==> src/rtl/instr_fetch_unit.sv <==
// instr_fetch_unit: RV32I instruction fetch stage.
// Keeps the fetch PC, issues pipelined word requests to instruction memory,
// buffers returned words with their PCs in a small FIFO and hands one
// {pc, instr} pair per cycle to the decoder under a valid/ready handshake.
// A redirect flushes the buffer and discards every response still in flight.
//
// Ports:
//   clk, rst                 clock, synchronous active-high reset
//   imem_req / imem_addr     fetch request and word-aligned byte address
//   imem_ready               memory accepts the request this cycle
//   imem_rvalid / imem_rdata in-order response, latency >= 1
//   redirect_valid / _pc     taken branch/jump: flush and refetch
//   id_ready                 decoder accepts the current pair
//   instr_valid              instr_o/pc_o carry a fetched instruction
//   instr_o / pc_o           FIFO head (NOP / 0 when not valid)
module instr_fetch_unit #(
  parameter logic [31:0] RESET_PC   = 32'h0000_0000,
  parameter int unsigned FIFO_DEPTH = 4
) (
  input  logic        clk,
  input  logic        rst,
  output logic        imem_req,
  output logic [31:0] imem_addr,
  input  logic        imem_ready,
  input  logic        imem_rvalid,
  input  logic [31:0] imem_rdata,
  input  logic        redirect_valid,
  input  logic [31:0] redirect_pc,
  input  logic        id_ready,
  output logic        instr_valid,
  output logic [31:0] instr_o,
  output logic [31:0] pc_o
);

  localparam int unsigned PTR_W = $clog2(FIFO_DEPTH);
  localparam int unsigned CNT_W = PTR_W + 1;
  localparam logic [CNT_W:0] DEPTH_LIM = (CNT_W+1)'(FIFO_DEPTH);
  localparam logic [31:0] NOP = 32'h0000_0013;

  logic [31:0]      fetch_pc;
  logic [31:0]      resp_pc;
  logic [CNT_W-1:0] inflight;
  logic [CNT_W-1:0] drop_cnt;
  logic [CNT_W-1:0] count;
  logic [PTR_W-1:0] rd_ptr;
  logic [PTR_W-1:0] wr_ptr;
  logic [31:0]      fifo_pc    [FIFO_DEPTH];
  logic [31:0]      fifo_instr [FIFO_DEPTH];

  logic [CNT_W:0]   credits_used;
  logic             issue;
  logic             push;
  logic             pop;
  logic [31:0]      redirect_aligned;

  // Every issued request reserves a FIFO slot until its word is consumed,
  // so outstanding requests plus buffered words never exceed the depth.
  always_comb begin
    credits_used     = {1'b0, inflight} + {1'b0, count};
    imem_req         = !rst && !redirect_valid && (credits_used < DEPTH_LIM);
    imem_addr        = fetch_pc;
    issue            = imem_req && imem_ready;
    push             = imem_rvalid && !redirect_valid && (drop_cnt == '0);
    instr_valid      = (count != '0);
    pop              = instr_valid && id_ready && !redirect_valid;
    instr_o          = instr_valid ? fifo_instr[rd_ptr] : NOP;
    pc_o             = instr_valid ? fifo_pc[rd_ptr] : '0;
    redirect_aligned = redirect_pc & ~32'd3;
  end

  always_ff @(posedge clk) begin
    if (rst) begin
      fetch_pc <= RESET_PC;
      resp_pc  <= RESET_PC;
      inflight <= '0;
      drop_cnt <= '0;
      count    <= '0;
      rd_ptr   <= '0;
      wr_ptr   <= '0;
    end else if (redirect_valid) begin
      // No issue happens in this cycle; a response arriving now is thrown
      // away, and everything still outstanding afterwards must be dropped.
      fetch_pc <= redirect_aligned;
      resp_pc  <= redirect_aligned;
      inflight <= inflight - CNT_W'(imem_rvalid);
      drop_cnt <= inflight - CNT_W'(imem_rvalid);
      count    <= '0;
      rd_ptr   <= '0;
      wr_ptr   <= '0;
    end else begin
      if (issue) begin
        fetch_pc <= fetch_pc + 32'd4;
      end
      inflight <= inflight + CNT_W'(issue) - CNT_W'(imem_rvalid);
      if (imem_rvalid && (drop_cnt != '0)) begin
        drop_cnt <= drop_cnt - CNT_W'(1);
      end
      if (push) begin
        resp_pc <= resp_pc + 32'd4;
        wr_ptr  <= wr_ptr + PTR_W'(1);
      end
      if (pop) begin
        rd_ptr <= rd_ptr + PTR_W'(1);
      end
      count <= count + CNT_W'(push) - CNT_W'(pop);
    end
  end

  always_ff @(posedge clk) begin
    if (push) begin
      fifo_pc[wr_ptr]    <= resp_pc;
      fifo_instr[wr_ptr] <= imem_rdata;
    end
  end

  // The credit rule makes a push into a full buffer impossible.
  always_ff @(posedge clk) begin
    if (!rst && push) begin
      assert ({1'b0, count} < DEPTH_LIM);
    end
  end

endmodule

==> config.mk <==
export PLATFORM = sky130hd
export DESIGN_NAME = instr_fetch_unit
export DESIGN_NICKNAME = d
export VERILOG_FILES = /design/src/rtl/instr_fetch_unit.sv
export SDC_FILE = /design/constraint.sdc
export NUM_CORES = 1
export LEC_CHECK = 0
export CORE_AREA = 10 10 176 178
export DETAILED_ROUTE_END_ITERATION = 10
export DIE_AREA = 0 0 186 188
export PLACE_DENSITY = 0.81
export RECOVER_POWER = 100
export SETUP_SLACK_MARGIN = 0.02
export SYNTH_ARGS = -nofsm -noshare
export SYNTH_HDL_FRONTEND = slang
export SYNTH_SLANG_ARGS = --single-unit
export TNS_END_PERCENT = 1
==> constraint.sdc <==
create_clock -name clk -period 9.4 [get_ports clk]
set_clock_uncertainty 0.2 [all_clocks]
set_input_delay 1.88 -clock clk [delete_from_list [all_inputs] [get_ports clk]]
set_output_delay 1.88 -clock clk [all_outputs]
set_load 0.1 [all_outputs]
### After elaboration in Yosys (flattened, before gate mapping)

Memories as Yosys holds them, arrays and structs flattened. A register that Yosys moved wholly into a read port is not among the register bits.
Index checks and enable logic that the tools add are counted.

* flip-flop bits (word level): 77
* RAM bits: 256
* input port bits: 70
* output and inout port bits: 98
* word-level logic and storage cells: 55
* memories: 2

* add/sub/neg operators: 11
* $lt $le $gt $ge: 1
* mux-type cells: 15
* reductions and logical operators: 17

Memory list
* fifo_instr: words 4, bits a word 32, rd ports 1, clocked after Yosys merged registers in 1, write ports 1, RTL line 48 `logic [31:0] fifo_instr [FIFO_DEPTH];`
* fifo_pc: words 4, bits a word 32, rd ports 1, clocked after Yosys merged registers in 1, write ports 1, RTL line 47 `logic [31:0] fifo_pc [FIFO_DEPTH];`

Operators with widths (count)
* 32-bit two-way mux: 6
* 32-bit by 3-bit adder with 32-bit output (second input constant): 2
* 3-bit two-way mux: 3
* 3-bit by 1-bit subtractor with 3-bit output: 3
* 1-bit logical AND: 8
* 2-bit two-way mux: 4
* 3-bit by 1-bit adder with 3-bit output: 2
* 2-bit nonzero test: 3
* 3-bit nonzero test: 2
* 2-bit by 1-bit adder with 2-bit output (second input constant): 2
* 3-bit by 3-bit adder with 4-bit output: 1
* 4-bit by 3-bit < comparator with 1-bit output (second input constant): 1
* 3-bit zero test: 1
* 3-bit by 1-bit subtractor with 3-bit output (second input constant): 1
* 1-bit zero test: 2
* 1-bit two-way mux: 2
* 2-bit OR reduction: 1

### Logic depth before layout (Yosys ltp)

* word-level depth: 7
* mapped depth: 14

### Least setup slack after synthesis

No wires, ideal clock.

* path type: input to output
* start: input redirect_valid
* end: output imem_req
* arrival: 2.976 ns
* required time: 7.320 ns
* setup slack: 4.344 ns
* stages: 3
* path through: buf_2 -> nor2_4 -> and3_1

* word-level cells in the longest chain between the ends: 3

Ends and longest elaborated chain
* start, declared: RTL line 27 `input logic redirect_valid,`
* 1-bit zero test: RTL line 60 `imem_req = !rst && !redirect_valid && (credits_used < DEPTH_LIM);`
* 1-bit logical AND (2 in a row): RTL line 60
* end, declared: RTL line 22 `output logic imem_req,`

Every way passes these cells.

### Final worst setup path

Ends and elaborated chain as after synthesis.

==> out/results.ini <==
[cts]
cts_root_buffer = clkbuf_16
clkLatencyLatePin_ns = 0.50
h-tree-depth = 2
ctsHoldBuffers = 0
cts_made_buffers = 34
clk_path_buf_depth = 3
cts-resized-gates = 0
clock_sinks = 323
tritoncts = built
clk_pin_slew_ns = 0.05
post_cts_buffers = 0

[global_route]
antenna_found_initial = 1
grt_pass1_wl_mm = 46.3
grt_pass1_vias = 8331
grt_max_degree = 65
grt_use_total_pct = 16.6
overflow = 0

[logic_synthesis]
postSynth.asyncResetShare_pct = 0
synthFlopType = edfxtp_1
ys_ff_latch = 323
yosysWarnings = 0
synth_area_sq_um = 13600
syn_avg_cell_area_sq_um = 14.9
synth-edff-count = 248
syn-instance-count = 914
synthDistinctLibCells = 66
ys_seq_area_share_pct = 65.8

[cells_and_area]
diodes = 0
final_layout_size_suffix_gt1_share_pct = 13.1
finalNetCount = 1164
fin_area_sq_um = 16500
areaGrowthSynthToFinish_pct = 21.5

[pwr]
peakVddDrop_mv = 0.147
fin_total_pwr_mw = 3.23
leakage_nw = 5.66
power_density_nw_per_um2 = 196

[run]
cap_violations = 7

[place]
port_buffers = 161
gp_congestion = 0.864
placement.cell_area_sq_um = 15500
dpl.hpwl_mm = 18.2

[detailed_routing]
first_pass_iters = 7
vias = 8224
via_per_inst = 5.70
routedWlPerCell_um = 20.3
wirelength_mm = 29.3
dr.first_iter.drc_count = 506
ant_nets = 0
drc = 0

[sta]
fmax_mhz = 134
finalSetupTns_ns = 0
slew_viol_final = 391
rsz0062_at_grt = false
worst_pin_slew_ns = 4.02
fin_crit_ns = 7.46
finalSetupViolations = 0
max_slew_margin_pct = -168
post-route-period-util_pct = 79.4
hold_viol = 0

[setup_path]
cp_top_family = buffers and inverters
arrival_ns = 5.38
cpMaxStageDelayCell = clkbuf_1
path_buf_inv = 3
crit_top_cell = dlygate4sd3_1
cp.required_ns = 7.32
worst_path_largest_cell_delay_ns = 1.62
crit_fanout = 52
end_kind = output port
crit_path_cell_trace = dlygate4sd3_1 -> clkbuf_1 -> nor2_4 -> and3_1 -> dlygate4sd3_1
cp-start-kind = input port
critical_path_class = in -> out

[die]
die_w_um = 186
ios = 168
die_y_um = 188
rows = 61
coreArea_sq_um = 27500
fp.dieArea_sq_um = 35000
start_util_pct = 49.5

[hold_path]
hold_path_class = reg -> reg

[outcome]
status = finished with violations
violations = capacitance limit, slew limit

## kinds of logic after synthesis
kind of cell             after synthesis  share of synthesized area (%)
AO/OA/AOI/OAI                        111                           5.39
XOR/XNOR                              42                           2.71
adder cells (fa/ha/maj)               18                           1.77
buffers and inverters                 80                           2.43
flip-flops                           323                           65.8
multiplexers                          65                           10.5
other                                  1                         0.0276
AND/OR/NAND/NOR                      274                           11.3
## final cells by class
cell class / instances / area [sq um]
Clock buffer: 41 / 918
Clock inverter: 16 / 106
Fill cell: 2048 / 11000
Inverter: 32 / 120
Multi-Input combinational cell: 514 / 4330
Sequential cell: 323 / 8950
Tap cell: 346 / 433
Timing Repair Buffer: 171 / 1660
## final timing paths
| check | from | slack (ns) | cells after the start | endpoint |
|---|---|---|---|---|
| setup / recovery | redirect_valid | 1.94 | 5 | imem_req |
| hold reg to reg | wr_ptr[1] | 0.30 | 2 | wr_ptr[1] |
| setup reg to reg | drop_cnt[0] | 4.67 | 5 | fifo_instr[2][3] |
| hold / removal | wr_ptr[1] | 0.30 | 2 | wr_ptr[1] |
## metal layers
layer  track usage (%)  vias to the layer above  share of wire, %
li1                  -                     3805                 -
met2              26.0                      303                46
met1              22.6                     4073                44
met5                 0                        -             0.038
met3              4.66                       41               8.2
met4              3.57                        2               1.4
## synthesized netlist by cell type, types with 3 or more instances
master / number / share of area [%]
o21ai_1: 6 / 0.22
a311oi_1: 3 / 0.19
dfxtp_1: 75 / 11
and3_1: 20 / 0.92
nor3_1: 11 / 0.41
nand3_1: 24 / 0.88
mux4_2: 62 / 10
buf_1: 8 / 0.22
xor2_1: 24 / 1.5
clkbuf_1: 24 / 0.66
nand4_1: 21 / 0.97
a21boi_1: 3 / 0.17
o21a_1: 3 / 0.17
ha_1: 16 / 1.5
a211oi_1: 13 / 0.72
nor4_1: 3 / 0.14
buf_4: 4 / 0.22
a21o_1: 4 / 0.22
xnor2_1: 18 / 1.2
o21ai_0: 15 / 0.55
inv_1: 31 / 0.86
buf_2: 12 / 0.44
edfxtp_1: 248 / 55
a31oi_1: 14 / 0.64
nor4_2: 3 / 0.28
nor2b_1: 61 / 2.8
o211ai_1: 5 / 0.28
and2_1: 4 / 0.18
or2_2: 6 / 0.28
a21boi_0: 6 / 0.33
a21oi_1: 25 / 0.92
and4_1: 7 / 0.45
nor2_1: 41 / 1.1
nand2_1: 53 / 1.5
## placed cells by master, fill, tap and decap left out, types with 24 or more instances in the layout
cell type / instances
dlygate4sd3_1: 125
nor2_1: 42
nor2b_1: 61
edfxtp_1: 248
dfxtp_1: 73
nand3_1: 24
nand2_1: 53
clkbuf_16: 35
inv_1: 32
clkdlybuf4s50_1: 35
mux4_2: 62
a21oi_1: 25
xor2_1: 24
## flip-flops by register name, summed over array words and instances (netlist names), named ones only
name	flops
inflight	3
resp_pc	30
rd_ptr	2
fifo_pc	120
imem_addr	30
drop_cnt	3
wr_ptr	2
fifo_instr	128
count	3
## per-stage QoR
stage / util (%) / setup WS, ns / hold WS (ns) / cells
floorplan: - / 4.34 / 0.269 / 917
global placement: 56.5 / 3.15 / 0.283 / 1386
detailed placement: 56.5 / 3.16 / 0.291 / 1386
CTS: 60.2 / 3.12 / 0.299 / 1443
global route: 60.1 / 1.60 / 0.340 / 1443
finish: 60.1 / 1.94 / 0.296 / 1443
## power breakdown
part	internal [mW]	leakage [nW]	switching (mW)	total, mW
Clock	0.721	0.511	0.507	1.23
Combinational	0.111	2.27	0.264	0.374
Sequential	1.59	2.88	0.0413	1.63
## tightest hold or removal path, cell delays in order, from the launching register on
cell and delay (ns):
dfxtp_1 0.33, nand2_1 0.06, a21oi_1 0.05
Power figures use the tool's default switching activity.
